<file path="config.mk">
export PLATFORM = sky130hd
export DESIGN_NAME = pc_ras
export DESIGN_NICKNAME = d
export VERILOG_FILES = /design/src/rtl/pc_ras.sv
export SDC_FILE = /design/constraint.sdc
export NUM_CORES = 1
export LEC_CHECK = 0
export CAP_MARGIN = 25
export CORE_MARGIN = 1
export CORE_UTILIZATION = 42
export DETAILED_ROUTE_END_ITERATION = 10
export PLACE_DENSITY = 0.8
export SETUP_SLACK_MARGIN = 0.02
export SYNTH_ARGS = -nofsm -noshare
export SYNTH_HDL_FRONTEND = slang
export SYNTH_SLANG_ARGS = --single-unit
</file>
<file path="constraint.sdc">
create_clock -name clk_i -period 7 [get_ports clk_i]
set_clock_uncertainty 0.15 [all_clocks]
set_input_delay 1.05 -clock clk_i [delete_from_list [all_inputs] [get_ports clk_i]]
set_output_delay 1.05 -clock clk_i [all_outputs]
set_load 0.1 [all_outputs]
</file>
<file path="src/rtl/pc_ras.sv">
// Fetch program counter: increment/stall/branch/jump plus return-address stack (RAS under `PC_RAS_EN).
// One-cycle registered latency; stall_i holds pc_o unless a control transfer wins the cycle.
module pc_ras #(
  parameter int              PC_W      = 8,
  parameter int              RAS_DEPTH = 4,
  parameter logic [PC_W-1:0] RESET_PC  = '0
) (
  input  logic            clk_i,
  input  logic            rst_i,
  input  logic            stall_i,
  input  logic            load_i,
  input  logic            branch_i,
  input  logic            call_i,
  input  logic            ret_i,
  input  logic [PC_W-1:0] target_i,
  input  logic [PC_W-1:0] offset_i,
  output logic [PC_W-1:0] pc_o,
  output logic            ras_empty_o,
  output logic            ras_full_o,
  output logic            ras_ovf_o,
  output logic            ras_unf_o
);

  logic [PC_W-1:0] pc;
  logic [PC_W-1:0] pc_nxt;
  logic [PC_W-1:0] pc_inc;
  logic [PC_W-1:0] ret_addr;
  logic            ret_win;

  assign pc_inc = pc + PC_W'(1);
  assign pc_o   = pc;

`ifdef PC_RAS_EN
  localparam int PTR_W = (RAS_DEPTH > 1) ? $clog2(RAS_DEPTH) : 1;
  localparam int CNT_W = PTR_W + 1;

  logic [PC_W-1:0]  ras_mem [RAS_DEPTH];
  logic [PTR_W-1:0] top;
  logic [PTR_W-1:0] top_inc;
  logic [CNT_W-1:0] count;
  logic             empty;
  logic             full;
  logic             push;
  logic             ovf;
  logic             unf;

  assign empty   = (count == '0);
  assign full    = (count == CNT_W'(RAS_DEPTH));
  assign top_inc = top + PTR_W'(1);
  // An empty-stack ret loses to whatever lower request is present.
  assign ret_win = ret_i && !empty;
  assign push    = call_i && !ret_win;
  assign ret_addr = ras_mem[top];

  always_ff @(posedge clk_i) begin
    if (rst_i) begin
      top   <= '1;
      count <= '0;
      ovf   <= 1'b0;
      unf   <= 1'b0;
    end else begin
      if (ret_win) begin
        top   <= top - PTR_W'(1);
        count <= count - CNT_W'(1);
      end else if (push) begin
        // When full the write lands on the oldest slot; count saturates.
        top <= top_inc;
        if (!full) begin
          count <= count + CNT_W'(1);
        end
        ovf <= ovf | full;
      end
      unf <= unf | (ret_i && empty);
    end
  end

  always_ff @(posedge clk_i) begin
    if (!rst_i && push) begin
      ras_mem[top_inc] <= pc_inc;
    end
  end

  assign ras_empty_o = empty;
  assign ras_full_o  = full;
  assign ras_ovf_o   = ovf;
  assign ras_unf_o   = unf;
`else
  localparam int unused_depth = RAS_DEPTH;
  logic unused_ret;

  assign unused_ret  = ret_i;
  assign ret_win     = 1'b0;
  assign ret_addr    = '0;
  assign ras_empty_o = 1'b1;
  assign ras_full_o  = 1'b0;
  assign ras_ovf_o   = 1'b0;
  assign ras_unf_o   = 1'b0;
`endif

  always_comb begin
    pc_nxt = pc;
    if (ret_win) begin
      pc_nxt = ret_addr;
    end else if (call_i || load_i) begin
      pc_nxt = target_i;
    end else if (branch_i) begin
      pc_nxt = pc + offset_i;
    end else if (!stall_i) begin
      pc_nxt = pc_inc;
    end
  end

  always_ff @(posedge clk_i) begin
    if (rst_i) begin
      pc <= RESET_PC;
    end else begin
      pc <= pc_nxt;
    end
  end

endmodule

</file>
### Yosys cells after proc, flatten, opt, wreduce, memory -nomap -nowiden

Index checks and enable logic that the tools add are counted.

| operators by class | value |
|---|---|
| muxes and demuxes | 3 |
| equality and inequality tests | 1 |
| reduce and logical (&&, ||, !) cells | 1 |
| $add $sub $neg | 2 |

Operators by type and width:

| operator | count |
|---|---|
| $mux W8 | 3 |
| $add A8 B1 Y8 const B | 1 |
| $add A8 B8 Y8 | 1 |
| $ne A3 B1 Y1 const B | 1 |
| $logic_or A1 B1 Y1 | 1 |

| word-level totals | value |
|---|---|
| output and inout bits | 12 |
| bits of input ports | 23 |
| flip-flop bits (word level) | 8 |

### Depth between registers and ports, before layout

Gate-level depths: netlist (run 1).

| depth | value |
|---|---|
| depth after elaboration | 4 |
| mapped depth | 10 |

### Worst setup path before layout (run 1)

OpenSTA, ideal clock, no wires.

| path | value |
|---|---|
| path type | input to register |
| start | input port branch_i |
| end | register pc[7] (netlist: pc_o[7]) |
| data arrival time | 2.777 ns |
| path slack | 3.982 ns |
| cell stages on the path | 9 |
| cell sequence | buf_4 > nand2_1 > inv_1 > ha_1 > a211oi_2 > o211ai_1 > and4_4 > or4_1 > a311oi_1 |

| between the ends | value |
|---|---|
| cells in the longest elaborated chain, start to end | 2 |

Ends and longest elaborated chain:

| what | line | source |
|---|---|---|
| start, declared | 12 | `input logic branch_i,` |
| $mux W8 | 106 | `end else if (branch_i) begin` |
| $mux W8 | 104 | `end else if (call_i \|\| load_i) begin` |
| end signal, assigned | 117 | `pc <= pc_nxt;` |
| end, declared | 24 | `logic [PC_W-1:0] pc;` |

Parallel ways exist; a longest one is shown, timed or not.
A chain may end at the register's enable or synchronous reset.

### Worst setup path in the final report (run 1)

Same ends and word-level chain as after synthesis.

==> results of run 1 <==
-- stage by stage --
stage	cells	total power, mW	worst slack [ns]	hold slack [ns]
floorplan	104	0.123	3.98	0.765
global placement	150	0.144	3.32	0.335
detailed placement	150	0.145	3.29	0.348
CTS	153	0.184	3.57	0.357
global route	153	0.194	3.42	0.383
finish	153	0.184	3.55	0.352
-- Yosys cell counts (all sizes together) --
library cell	n
nand3	3
a311oi	3
buf	6
a211o	1
o211ai	4
and2	5
dfxtp	8
o21ai	8
and2b	1
and4	1
and3	1
or4	2
o21a	1
a21o	1
fa	1
nand2b	2
nor3	3
a21oi	4
a211oi	5
nor2b	2
or3	1
o311ai	1
clkdlybuf4s25	1
nand2	7
o31ai	1
clkbuf	2
inv	3
conb	2
a32oi	1
ha	7
a22oi	1
nor2	13
-- layout make-up --
cell class / instances / area (um^2) / area share (%)
clock buffers: 3 / 22.5 / 2.10
repair buffers: 30 / 298 / 27.7
well taps: 25 / 31.3 / 2.91
flip-flops and latches: 8 / 160 / 14.9
multi-input cells: 84 / 551 / 51.3
inverters: 3 / 11.3 / 1.05
-- per-layer routing --
| metal | routed length [um] | track usage [%] | vias to the layer above |
|---|---|---|---|
| met2 | 937 | 34.5 | 30 |
| met1 | 868 | 26.5 | 380 |
| met3 | 102 | 5.20 | 5 |
| met5 | 0 | 0 | - |
| met4 | 32 | 9.09 | 0 |
| li1 | - | - | 423 |
-- where the power goes --
part / switching [mW] / internal, mW / leakage, nW
clock network: 0.0194 / 0.0199 / 0.0138
registers: 0.00292 / 0.0492 / 0.0667
logic: 0.0604 / 0.0323 / 0.345
total: 0.0827 / 0.101 / 0.426
-- logic make-up after synthesis --
group | after synthesis
buffers and inverters | 12
other | 2
adders and majority gates | 8
AOI/OAI and AO/OA | 31
and+or+nand+nor | 41
DFF | 8
-- tightest hold or removal path: cells and delay by family (launching register included) --
family / cells / cell delay (ns)
flops: 1 / 0.32
simple gates: 1 / 0.06
compound gates: 1 / 0.08
-- worst paths after layout --
kind,slack (ns),end,from
worst min-delay path,0.35,pc_o[0],pc_o[0]
worst min register to register,0.35,pc_o[0],pc_o[0]
worst max-delay path,3.55,pc_o[7],branch_i
worst max register to register,4.83,pc_o[7],pc_o[6]
==> summary.txt, run 1 <==
Run status
  • Status: completed

Final layout
  • Layout Cell Area excl Fill: 1070 um^2
  • Commonest cells after routing, fill and taps aside: clkdlybuf4s50_1 (29), nor2_1 (12), dfxtp_1 (8)
  • Layout cells sized above 1: 6.25%
  • Commonest non-fill, non-tap cell in the layout: clkdlybuf4s50_1
  • Antenna Diode Count: 0
  • Largest register FFs: 8
  • Nets: 161
  • Core Util, Final: 61.5%
  • Area growth, synth to finish: 36.8%
  • Fillcell total: 162

CTS
  • Post-CTS setup buffer count: 0
  • Post-CTS sizing: 0
  • Clock transition at path regs: 0.06 ns
  • CTS buffer count: 3
  • H-tree lvl count: 1
  • CTS Hold Bufs: 0
  • Clock Path Buffers: 2
  • CTS tree: built
  • Root buffer cell: clkbuf_4
  • Clock Latency Late Sink: 0.26 ns
  • CTS sink cnt: 8

GRT
  • First-pass GRT wire length: 3090 um
  • Vias in the first global route: 708
  • Overflow after GRT: 0
  • GRT Total Usage: 21.2%
  • Largest net degree at the start of global routing: 18
  • Antenna violations before repair: 0

Worst setup path
  • Setup crit start kind: input port
  • R2r worst-path depth: 6
  • Critical path class: in -> reg
  • CP max stage delay: 0.67 ns
  • WP data required: 7.03 ns
  • Worst Setup End Kind: flop
  • Bufs and invs on worst path: 2
  • Crit path max-delay family: buffers and inverters
  • Cell Chain, Critical Path: clkdlybuf4s50_1 > nand2_1 > inv_1 > ha_1 > a211oi_2 > o211ai_1 > and4_4 > or4_1 > a311oi_1
  • Worst path slowest cell: clkdlybuf4s50_1
  • CP max FO: 11
  • Crit path DAT: 3.47 ns
  • CP Depth: 9

Synth
  • Syn Area/Cell: 7.69 um^2
  • Register area share after synthesis: 20.4%
  • YS warnings: 0
  • Synthesized cell area: 785 um^2
  • Unique masters post-synth: 37
  • Largest family of logic cells by synthesized area: compound AO/OA/AOI/OAI gates
  • XOR/XNOR share of the synthesized area: 0%
  • Synth Register Bits: 8
  • Compound-Gate Fraction of Synth Area: 27.4%
  • Leading post-synthesis cells by cell area: dfxtp_1 (20%), ha_1 (11%), nor2_1 (5.7%), buf_4 (4.8%), o21ai_0 (4.5%)
  • Yosys top cell area share: 20.4%
  • Cells after synthesis: 102
  • Area leader, netlist: dfxtp_1
  • Post-synthesis simple-gate area fraction: 27.1%
  • Adder-cell area share of the yosys netlist: 13.7%
  • Post-synthesis mux area share: 0%

Timing
  • Max_slew headroom: 34.9%
  • Setup TNS: 0 ns
  • Tmin final: 3.45 ns
  • Slew Limit Fails: 0
  • RSZ-0062 raised after global routing: no
  • Part of the cycle the worst path needs: 49.2%
  • Hold Vio Cnt, Final: 0
  • Max Freq: 290 MHz
  • Final setup viols: 0
  • Worst-Margin Slew: 0.974 ns

Routing
  • DR iter-0 viols: 15
  • ANT nets after route: 0
  • Vias: 838
  • Drt drc: 0
  • Wire per inst: 12.7 um
  • Via density: 5.48
  • Routed wire length: 1940 um
  • Drt pass-1 iters: 4

Die
  • Width of the chip: 45.2 um
  • Core Box Area: 1750 um^2
  • Std cell rows: 15
  • Initial Utilization: 44.9%
  • Ports: 35
  • Die area: 2040 um^2
  • Die Y: 45.2 um

Flow run
  • Max cap viols: 0

Pwr
  • Leakage: 0.426 nW
  • Max IR drop VDD: 0.102 mV
  • PwrDens: 171 nW/um^2

Worst hold path
  • Hold Path Stages: 2
  • Hold Path Class: reg -> reg

Placed design
  • IO Port Bufs: 29
  • DP Wirelength: 1400 um
  • RD Place Congestion: 0.782
  • Area after DPL: 1050 um^2
Note: power is estimated with default switching activity, not from simulation.
==> run 2, diff against run 1 <==
CORE_UTILIZATION = 41   (was 42)
PLACE_DENSITY = 0.79   (was 0.8)
clock period = 3.55 ns   (was 7 ns; I/O delays follow)
==> run 2 against run 1 <==
Against the previous run: sequential power is 98% higher; setup slack lost 2.9 ns; non-clock buffer count stayed put; via count shrank 4.3%; sequential share of layout area is the same; die area increased by 2.3%; combinational power is 96% higher; core utilization down 0.65 points; count of clock-buffer cells in the layout unchanged; global-route usage fell by 0.14 points; critical endpoint unchanged.
==> summary.txt, run 2 (same netlist as run 1, synthesis figures left out) <==
Final layout
  • Layout Cell Area excl Fill: 1070 um^2
  • Flip-flop and latch area: 160 um^2
  • Fillcell total: 173
  • Core Util, Final: 60.9%
  • Multi-input gate area: 551 um^2
  • Nets: 161
  • Area growth, synth to finish: 36.8%
  • Largest register FFs: 8
  • Layout cells sized above 1: 6.25%
  • Commonest cells after routing, fill and taps aside: clkdlybuf4s50_1 (29), nor2_1 (12), dfxtp_1 (8)
  • Antenna Diode Count: 0
  • Commonest non-fill, non-tap cell in the layout: clkdlybuf4s50_1

Timing
  • Max Freq: 340 MHz
  • Worst-Margin Slew: 0.970 ns
  • Setup TNS: 0 ns
  • Part of the cycle the worst path needs: 82.9%
  • Hold Vio Cnt, Final: 0
  • Tmin final: 2.94 ns
  • RSZ-0062 raised after global routing: no
  • Hold WS: 0.357 ns
  • Max_slew headroom: 35.1%
  • Setup WS post-layout: 0.607 ns
  • Slew Limit Fails: 0
  • Final setup viols: 0

Routing
  • Wire per inst: 12.5 um
  • ANT nets after route: 0
  • Drt pass-1 iters: 4
  • DR iter-0 viols: 7
  • Drt drc: 0
  • Routed wire length: 1910 um
  • Via density: 5.24
  • Vias: 802

Placed design
  • Pre-CTS setup slack: 0.357 ns
  • Area after DPL: 1050 um^2
  • DP Wirelength: 1470 um
  • RD Place Congestion: 0.843
  • IO Port Bufs: 29

Pwr
  • Seq pwr share: 28.5%
  • Cell Int Power: 0.200 mW
  • Net Sw Frac: 44.7%
  • Part of the power in combinational logic: 50.4%
  • Clock power frac: 21.2%
  • Leakage: 0.426 nW
  • PwrDens: 336 nW/um^2
  • Max IR drop VDD: 0.191 mV
  • Psw: 0.161 mW

CTS
  • CTS tree: built
  • Clock transition at path regs: 0.07 ns
  • CTS sink cnt: 8
  • H-tree lvl count: 1
  • CTS buffer count: 3
  • Post-CTS setup buffer count: 0
  • Root buffer cell: clkbuf_4
  • Clock Path Buffers: 2
  • Clock Latency Late Sink: 0.26 ns
  • Post-CTS sizing: 0
  • CTS Hold Bufs: 0

GRT
  • Largest net degree at the start of global routing: 12
  • Vias in the first global route: 768
  • Overflow after GRT: 0
  • Antenna violations before repair: 0
  • First-pass GRT wire length: 3110 um
  • GRT Total Usage: 21.1%

Die
  • Ports: 35
  • Initial Utilization: 44.5%
  • Core Box Area: 1760 um^2
  • Die area: 2090 um^2
  • Width of the chip: 45.7 um
  • Die Y: 45.7 um
  • Std cell rows: 15

Worst setup path
  • Worst Setup End Kind: flop
  • Crit path DAT: 2.96 ns
  • WP data required: 3.57 ns
  • Critical path class: in -> reg
  • Setup crit start kind: input port
  • CP max FO: 11

Worst hold path
  • Hold Path Class: reg -> reg

Run status
  • Status: completed

Flow run
  • Max cap viols: 0
run 2: critical path, cell delays in order:
cell	delay [ns]
clkdlybuf4s50_1	0.68
nand2_1	0.15
inv_1	0.09
ha_1	0.24
a211oi_2	0.26
o211ai_1	0.16
and4_4	0.20
or4_1	0.39
a311oi_1	0.25
run 2: power groups by stage:
| stage | logic (mW) | clock network [mW] | registers (mW) |
|---|---|---|---|
| global route | 0.196 | 0.0824 | 0.104 |
| floorplan | 0.0868 | 0 | 0.156 |
| finish | 0.182 | 0.0764 | 0.103 |
| CTS | 0.182 | 0.0771 | 0.103 |
| global placement | 0.179 | 0 | 0.105 |
| detailed placement | 0.181 | 0 | 0.105 |
run 2: final timing paths:
kind	start	to	slack, ns	depth (start not counted)
min reg2reg	pc_o[4]	pc_o[4]	0.36	2
max reg2reg	pc_o[1]	pc_o[7]	1.39	6
min	pc_o[4]	pc_o[4]	0.36	2
max	branch_i	pc_o[7]	0.61	9
run 2: through the flow:
stage / std cells / power (mW)
floorplan: 104 / 0.242
global placement: 150 / 0.283
detailed placement: 150 / 0.286
CTS: 153 / 0.362
global route: 153 / 0.382
finish: 153 / 0.361
run 2: cell type report:
| cell class | count | share of cell area (%) |
|---|---|---|
| Sequential cell | 8 | 14.9 |
| Clock buffer | 3 | 2.10 |
| Inverter | 3 | 1.05 |
| Tap cell | 25 | 2.91 |
| Multi-Input combinational cell | 84 | 51.3 |
| Timing Repair Buffer | 30 | 27.7 |
run 2: routing by layer:
metal  vias to the layer above  wire [um]  track usage, %
li1                        421          -               -
met1                       357        915            24.7
met2                        19        896            34.0
met3                         5         60            5.56
met4                         0         36            12.9
met5                         -          0               0
